$ cat config.mk
export PLATFORM = sky130hd
export DESIGN_NAME = button_conditioner
export DESIGN_NICKNAME = d
export VERILOG_FILES = /design/src/rtl/button_conditioner.sv
export SDC_FILE = /design/constraint.sdc
export NUM_CORES = 1
export LEC_CHECK = 0
export BUFFER_PORTS_ARGS = -buffer_cell sky130_fd_sc_hd__buf_2
export CAP_MARGIN = 10
export CORE_MARGIN = 2
export CORE_UTILIZATION = 49
export CTS_BUF_LIST = sky130_fd_sc_hd__clkbuf_4
export DETAILED_ROUTE_END_ITERATION = 6
export PLACE_DENSITY = 0.66
export SLEW_MARGIN = 20
export SYNTH_ARGS = -nofsm -noshare
export SYNTH_HDL_FRONTEND = slang
export SYNTH_SLANG_ARGS = --single-unit
export TNS_END_PERCENT = 30
$ cat constraint.sdc
create_clock -name clk -period 5.8 [get_ports clk]
set_input_delay 1.16 -clock clk [delete_from_list [all_inputs] [get_ports clk]]
set_output_delay 1.16 -clock clk [all_outputs]
set_load 0.05 [all_outputs]
$ cat src/rtl/button_conditioner.sv
// button_conditioner
//   Synchronises, debounces and edge-detects the four wing push buttons and
//   generates the stretched system reset for the downstream SoC.
//
// Ports
//   clk          board clock, all logic on its rising edge
//   reset        synchronous active-high power-on/external reset
//   buttons_raw  asynchronous raw button levels, 1 = pressed
//   btn_level    debounced level per button
//   btn_press    one-cycle strobe on a debounced 0->1 transition
//   btn_release  one-cycle strobe on a debounced 1->0 transition
//   rst_out      active-high synchronous system reset for downstream logic
module button_conditioner #(
  parameter int unsigned DEBOUNCE_CYCLES = 320000,
  parameter int unsigned RESET_CYCLES    = 16,
  parameter int unsigned RESET_BTN       = 0
) (
  input  logic       clk,
  input  logic       reset,
  input  logic [3:0] buttons_raw,
  output logic [3:0] btn_level,
  output logic [3:0] btn_press,
  output logic [3:0] btn_release,
  output logic       rst_out
);

  // A single-cycle debounce still needs a 1-bit counter so the width never collapses to 0.
  localparam int unsigned CntW  = (DEBOUNCE_CYCLES > 1) ? $clog2(DEBOUNCE_CYCLES) : 1;
  localparam int unsigned RcntW = $clog2(RESET_CYCLES + 1);

  localparam logic [CntW-1:0]  CntMax   = CntW'(DEBOUNCE_CYCLES - 1);
  localparam logic [RcntW-1:0] RcntLoad = RcntW'(RESET_CYCLES);
  localparam logic [1:0]       RstIdx   = 2'(RESET_BTN);

  logic [3:0]           sync1_q, sync2_q;
  logic [3:0][CntW-1:0] cnt_q, cnt_d;
  logic [3:0]           level_d, press_d, release_d;
  logic [RcntW-1:0]     rcnt_q, rcnt_d;
  logic                 rst_out_d;

  // Debounce lanes: a level is accepted only after DEBOUNCE_CYCLES consecutive
  // mismatching samples; any matching sample restarts the count.
  always_comb begin
    level_d   = btn_level;
    press_d   = '0;
    release_d = '0;
    cnt_d     = '0;
    for (int i = 0; i < 4; i++) begin
      if (sync2_q[i] != btn_level[i]) begin
        if (cnt_q[i] == CntMax) begin
          level_d[i]   = sync2_q[i];
          press_d[i]   = sync2_q[i];
          release_d[i] = ~sync2_q[i];
        end else begin
          cnt_d[i] = cnt_q[i] + 1'b1;
        end
      end
    end
  end

  // Reset stretcher. The external reset term is covered by the synchronous
  // reset branch below, which loads the same values.
  always_comb begin
    if (btn_level[RstIdx]) begin
      rcnt_d    = RcntLoad;
      rst_out_d = 1'b1;
    end else if (rcnt_q != '0) begin
      rcnt_d    = rcnt_q - 1'b1;
      rst_out_d = 1'b1;
    end else begin
      rcnt_d    = rcnt_q;
      rst_out_d = 1'b0;
    end
  end

  // rst_out is deliberately not fed back: only the external reset clears this block.
  always_ff @(posedge clk) begin
    if (reset) begin
      sync1_q     <= '0;
      sync2_q     <= '0;
      cnt_q       <= '0;
      btn_level   <= '0;
      btn_press   <= '0;
      btn_release <= '0;
      rcnt_q      <= RcntLoad;
      rst_out     <= 1'b1;
    end else begin
      sync1_q     <= buttons_raw;
      sync2_q     <= sync1_q;
      cnt_q       <= cnt_d;
      btn_level   <= level_d;
      btn_press   <= press_d;
      btn_release <= release_d;
      rcnt_q      <= rcnt_d;
      rst_out     <= rst_out_d;
    end
  end

endmodule

* After elaboration in Yosys (flattened, before gate mapping) *
Cells that the tools add are included.

word-level totals
  register bits after elaboration = 102
  output and inout port bits = 13
  input port bits = 6

cells by class
  bitwise operators = 12
  muxes and demuxes = 1
  add/sub/neg operators = 5
  eq/ne operators = 8
  reduce and logical (&&, ||, !) cells = 14

operators with widths
  operator               number
  $add 19x1->19 const B  4
  $eq 19x19->1 const B   4
  $reduce_or 3->1        8
  $not 1->1              12
  $reduce_and 2->1       4
  $reduce_bool 5->1      1
  $sub 5x1->5 const B    1
  $ne 1x1->1             4
  $reduce_or 2->1        1
  $mux 1                 1

* Longest topological paths before layout *
  word-level depth = 3
  mapped depth = 7
  mapped depth without buffers = 5

* Least setup slack after synthesis *
OpenSTA, ideal clock, no wires.

  kind = register -> register
  from = reg cnt_q[0] (netlist name)
  to = reg cnt_q[18] (netlist name)
  path buffers = 1
  arrival = 1770 ps
  period minus slack after synthesis = 1840 ps
  path slack = 3960 ps
  cell stages (with the launch flop) = 7
  cell sequence = dfxtp_1 > ha_1 > nand4_1 > or2_2 > clkbuf_1 > or4_1 > a21oi_1

on the way
  cells in the longest elaborated chain, start to end = 2
  elaborated cells on any way between the ends = 3
  classes of those cells = 1 x add/sub; 1 x eq/ne; 1 x reduce/logical

ends and longest elaborated chain
  what                                                                   line  source
  start: declaration                                                     36    logic [3:0][CntW-1:0] cnt_q, cnt_d;
  start signal: assignment                                               90    cnt_q <= cnt_d;
  parallel branches: the longest is 2 deep, another holds $add 19x1->19  -

Several ways; the timed one is not identified.
A chain may end at the register's enable or synchronous reset.

* Worst setup path after layout *
  from = reg btn_level[0]
  to = out btn_level[0]

RTL lines
  what                      line  source
  start: declaration        21    output logic [3:0] btn_level,
  start signal: assignment  91    btn_level <= level_d;

No word-level cell between the ends.

==> metrics.md <==
| Metric | Value |
|---|---|
| RR Startpoint | `cnt_q[38]$_SDFF_PP0_` |
| Clk_skew | `0.01788 ns` |
| CP top delay family | `flip-flops` |
| Slew margin rel. | `0.4869` |
| # hold bufs at CTS | `0` |
| Status | `completed` |
| Total of max-cap violations | `0` |
| Yosys warning count | `0` |
| Gpl congestion | `0.7688` |
| Cells on Worst Hold Path | `1` |
| Least-Margin Pin Slew | `0.7695 ns` |
| Slowest stage delay, CP | `0.47 ns` |
| Syn Std Cell Area | `4334 um^2` |
| Crit path capture type | `primary output` |
| CP Data Arrival Time | `1.21 ns` |
| Non-filler instance count after layout | `620` |
| Max VDD drop | `0.1679 mV` |
| Via count | `3272` |
| Share of cells above drive strength 1 | `0.09570` |
| CTS Buf Count | `9` |
| Hold Startpoint | `sync1_q[2]$_SDFF_PP0_` |
| Pins Over Slew Limit | `0` |
| Post-synth EDFFs | `0` |
| FFs w/ async S/R, synth | `0` |
| Clock Sinks | `102` |
| First-pass GRT wire length | `13430 um` |
| Clock Latency Late Sink | `0.44 ns` |
| Io pins | `19` |
| Initial core utilization | `0.5019` |
| Met3 wire len | `236 um` |
| Final HPWL DP | `5306 um` |
| Die X-Extent | `98.05 um` |
| Critical path launch point type | `flip-flop` |
| Classification of the worst setup path | `reg -> out` |
| Metal2 WL | `3354 um` |
| Initial antenna violation count | `0` |
| Drt pass-1 iters | `6` |
| Gate Count Post-Synth | `489` |
| Final min period | `2.368 ns` |
| Clock buffer depth | `2` |
| Peak Freq | `422.3 MHz` |
| Leakage | `1.406 nW` |
| Worst EP required | `4.64 ns` |
| Met1 Routed Length | `3901 um` |
| Setup TNS | `0 ns` |
| Length in cells of the worst reg-to-reg path | `5` |
| Syn Area/Cell | `8.863 um^2` |
| Gr ovfl total | `0` |
| Die footprint | `9614 um^2` |
| DRC Markers | `0` |
| Sequential cell area fraction in the yosys report | `0.4711` |
| Core area | `8636 um^2` |
| # rows | `34` |
| Die H | `98.05 um` |
| Reg2reg end | `cnt_q[49]$_SDFF_PP0_` |
| TritonCTS clock tree | `built` |
| Highest routed layer | `met4` |
| Vias in the first global route | `3079` |
| Layout area overhead | `7.246%` |
| Final #Nets | `519` |
| Worst Hold End | `sync2_q[2]$_SDFF_PP0_` |
| Mapped Nets | `500` |
| Top-area cell type share of the netlist area | `0.4711` |
| Critical path fanouts, max | `6` |
| Main area contributors after synthesis | `dfxtp_1 (47%), xnor2_1 (8.5%), nor2_1 (6.1%), nand3_1 (3.2%), xor2_1 (2.8%)` |
| Placed cells | `605` |
| Top_reg_cell synth | `dfxtp_1` |
| Antenna diodes | `0` |
| Path type of the worst min-delay path | `reg -> reg` |
| Worst path bufs/invs | `1` |
| Synthesized flop and latch total | `102` |
| Total GRT Usage | `0.1660` |
| Final hold viol count | `0` |
| Unrepaired setup endpoints after global routing | `no` |
| CTS Root Cell | `clkbuf_4` |
| Routed wire per std cell | `12.25 um` |
| Final setup viols | `0` |
| Fin crit share | `0.4082` |
| Dominant cell type by area after synthesis | `dfxtp_1` |
| Total wire length | `7592 um` |
| Number of cells on the critical path | `1` |
| R2r setup slk | `3.65 ns` |
| Power Dens Cells | `251.4 nW/um^2` |
| Synth unique cells | `39` |
| DRT antenna net count | `0` |
| DP Worst Slack | `3.519 ns` |
| Post-CTS Setup Inserts | `0` |
| Vias per std cell | `5.277` |
| Worst-path cell chain | `buf_2` |
| CP max stage cell | `dfxtp_1` |
| Post-CTS sizing | `0` |
| Final worst slack | `3.432 ns` |
| Initial DRC count | `85` |
| Port buffer count | `18` |
| H-tree level count | `3` |
| Largest net degree at the start of global routing | `26` |
| Clock slew at reported path FFs | `0.15 ns` |
## report_power, final
group | leakage, nW | switching, W | internal (W)
Sequential | 0.825 | 0.0000144 | 0.000722
Combinational | 0.505 | 0.0000404 | 0.0000347
Clock | 0.0759 | 0.000227 | 0.000130
## per-stage QoR
step,hold slack [ns],power (W),instance area [um^2],util
6_report,0.4395,0.001169,4648,0.5383
5_1_grt,0.4635,0.001226,4648,0.5383
4_1_cts,0.4389,0.001183,4648,0.5383
3_5_place_dp,0.4212,0.0008281,4518,0.5232
3_3_place_gp,0.4183,0.0008224,4509,0.5222
2_1_floorplan,0.4138,0.0008108,4334,-
## Yosys cell counts (3+ instances only)
cell	n
and4_1	4
a21oi_1	22
xor2_1	14
and3_1	9
o31ai_1	7
nor2b_1	10
o21ai_0	11
nand3_1	28
inv_1	14
ha_1	5
and2_1	3
or2_2	4
clkbuf_1	5
nor4b_1	4
nor4_1	16
nand2b_1	7
nand4_1	16
xnor2_1	42
dfxtp_1	102
nand2_1	32
nor3_1	21
or4_1	9
nor2_1	71
or3_1	11
or4_4	3
buf_2	4
## per-layer routing
layer / GRT usage / vias up
met2: 0.2713 / 42
met3: 0.04009 / 8
met5: 0 / -
met1: 0.2171 / 1463
li1: - / 1759
met4: 0.05342 / 0
## cell type report
| type | instances | area, um^2 |
|---|---|---|
| well taps | 108 | 135.1 |
| clock inverters | 6 | 62.56 |
| fillers | 817 | 3988 |
| flip-flops and latches | 102 | 2042 |
| repair buffers | 18 | 90.09 |
| multi-input cells | 363 | 2198 |
| inverters | 14 | 52.55 |
| clock buffers | 9 | 67.56 |
## cell families after synthesis
group                    share of synthesized area
AND/OR/NAND/NOR                             0.3086
buffers and inverters                      0.02367
AO/OA/AOI/OAI                              0.06900
flip-flops                                  0.4711
adder cells (fa/ha/maj)                    0.01443
XOR/XNOR                                    0.1132
## worst max-delay path by stage
stage / from / end / slack, ns
after floorplan: cnt_q[0]$_SDFF_PP0_ / cnt_q[18]$_SDFF_PP0_ / 3.96
after global placement: reset / cnt_q[53]$_SDFF_PP0_ / 3.55
after detailed placement: reset / cnt_q[50]$_SDFF_PP0_ / 3.52
after CTS: btn_level[0]$_SDFFE_PP0P_ / btn_level[0] / 3.42
after global routing: btn_level[0]$_SDFFE_PP0P_ / btn_level[0] / 3.39
final: btn_level[0]$_SDFFE_PP0P_ / btn_level[0] / 3.43
## cells in the final DEF (no fill, tap or decap), types with 4 or more instances in the layout
cell type / instances
clkbuf_4: 9
xnor2_1: 42
or2_2: 4
inv_1: 14
nor4_1: 16
nor2_1: 71
and3_1: 9
or4_1: 9
ha_1: 5
nor4b_1: 4
o21ai_0: 11
buf_2: 18
nand2b_1: 7
xor2_1: 14
nor2b_1: 10
nand2_1: 32
nand4_1: 16
and4_1: 4
o31ai_1: 7
or3_1: 11
dfxtp_1: 102
nor3_1: 21
nand3_1: 28
a21oi_1: 22
## state kept, by name, indices dropped and copies added (netlist names)
| register | count |
|---|---|
| btn_release | 4 |
| rcnt_q | 5 |
| sync2_q | 4 |
| cnt_q | 76 |
| sync1_q | 4 |
| btn_level | 4 |
| rst_out | 1 |
| btn_press | 4 |
Power figures use the tool's default switching activity.
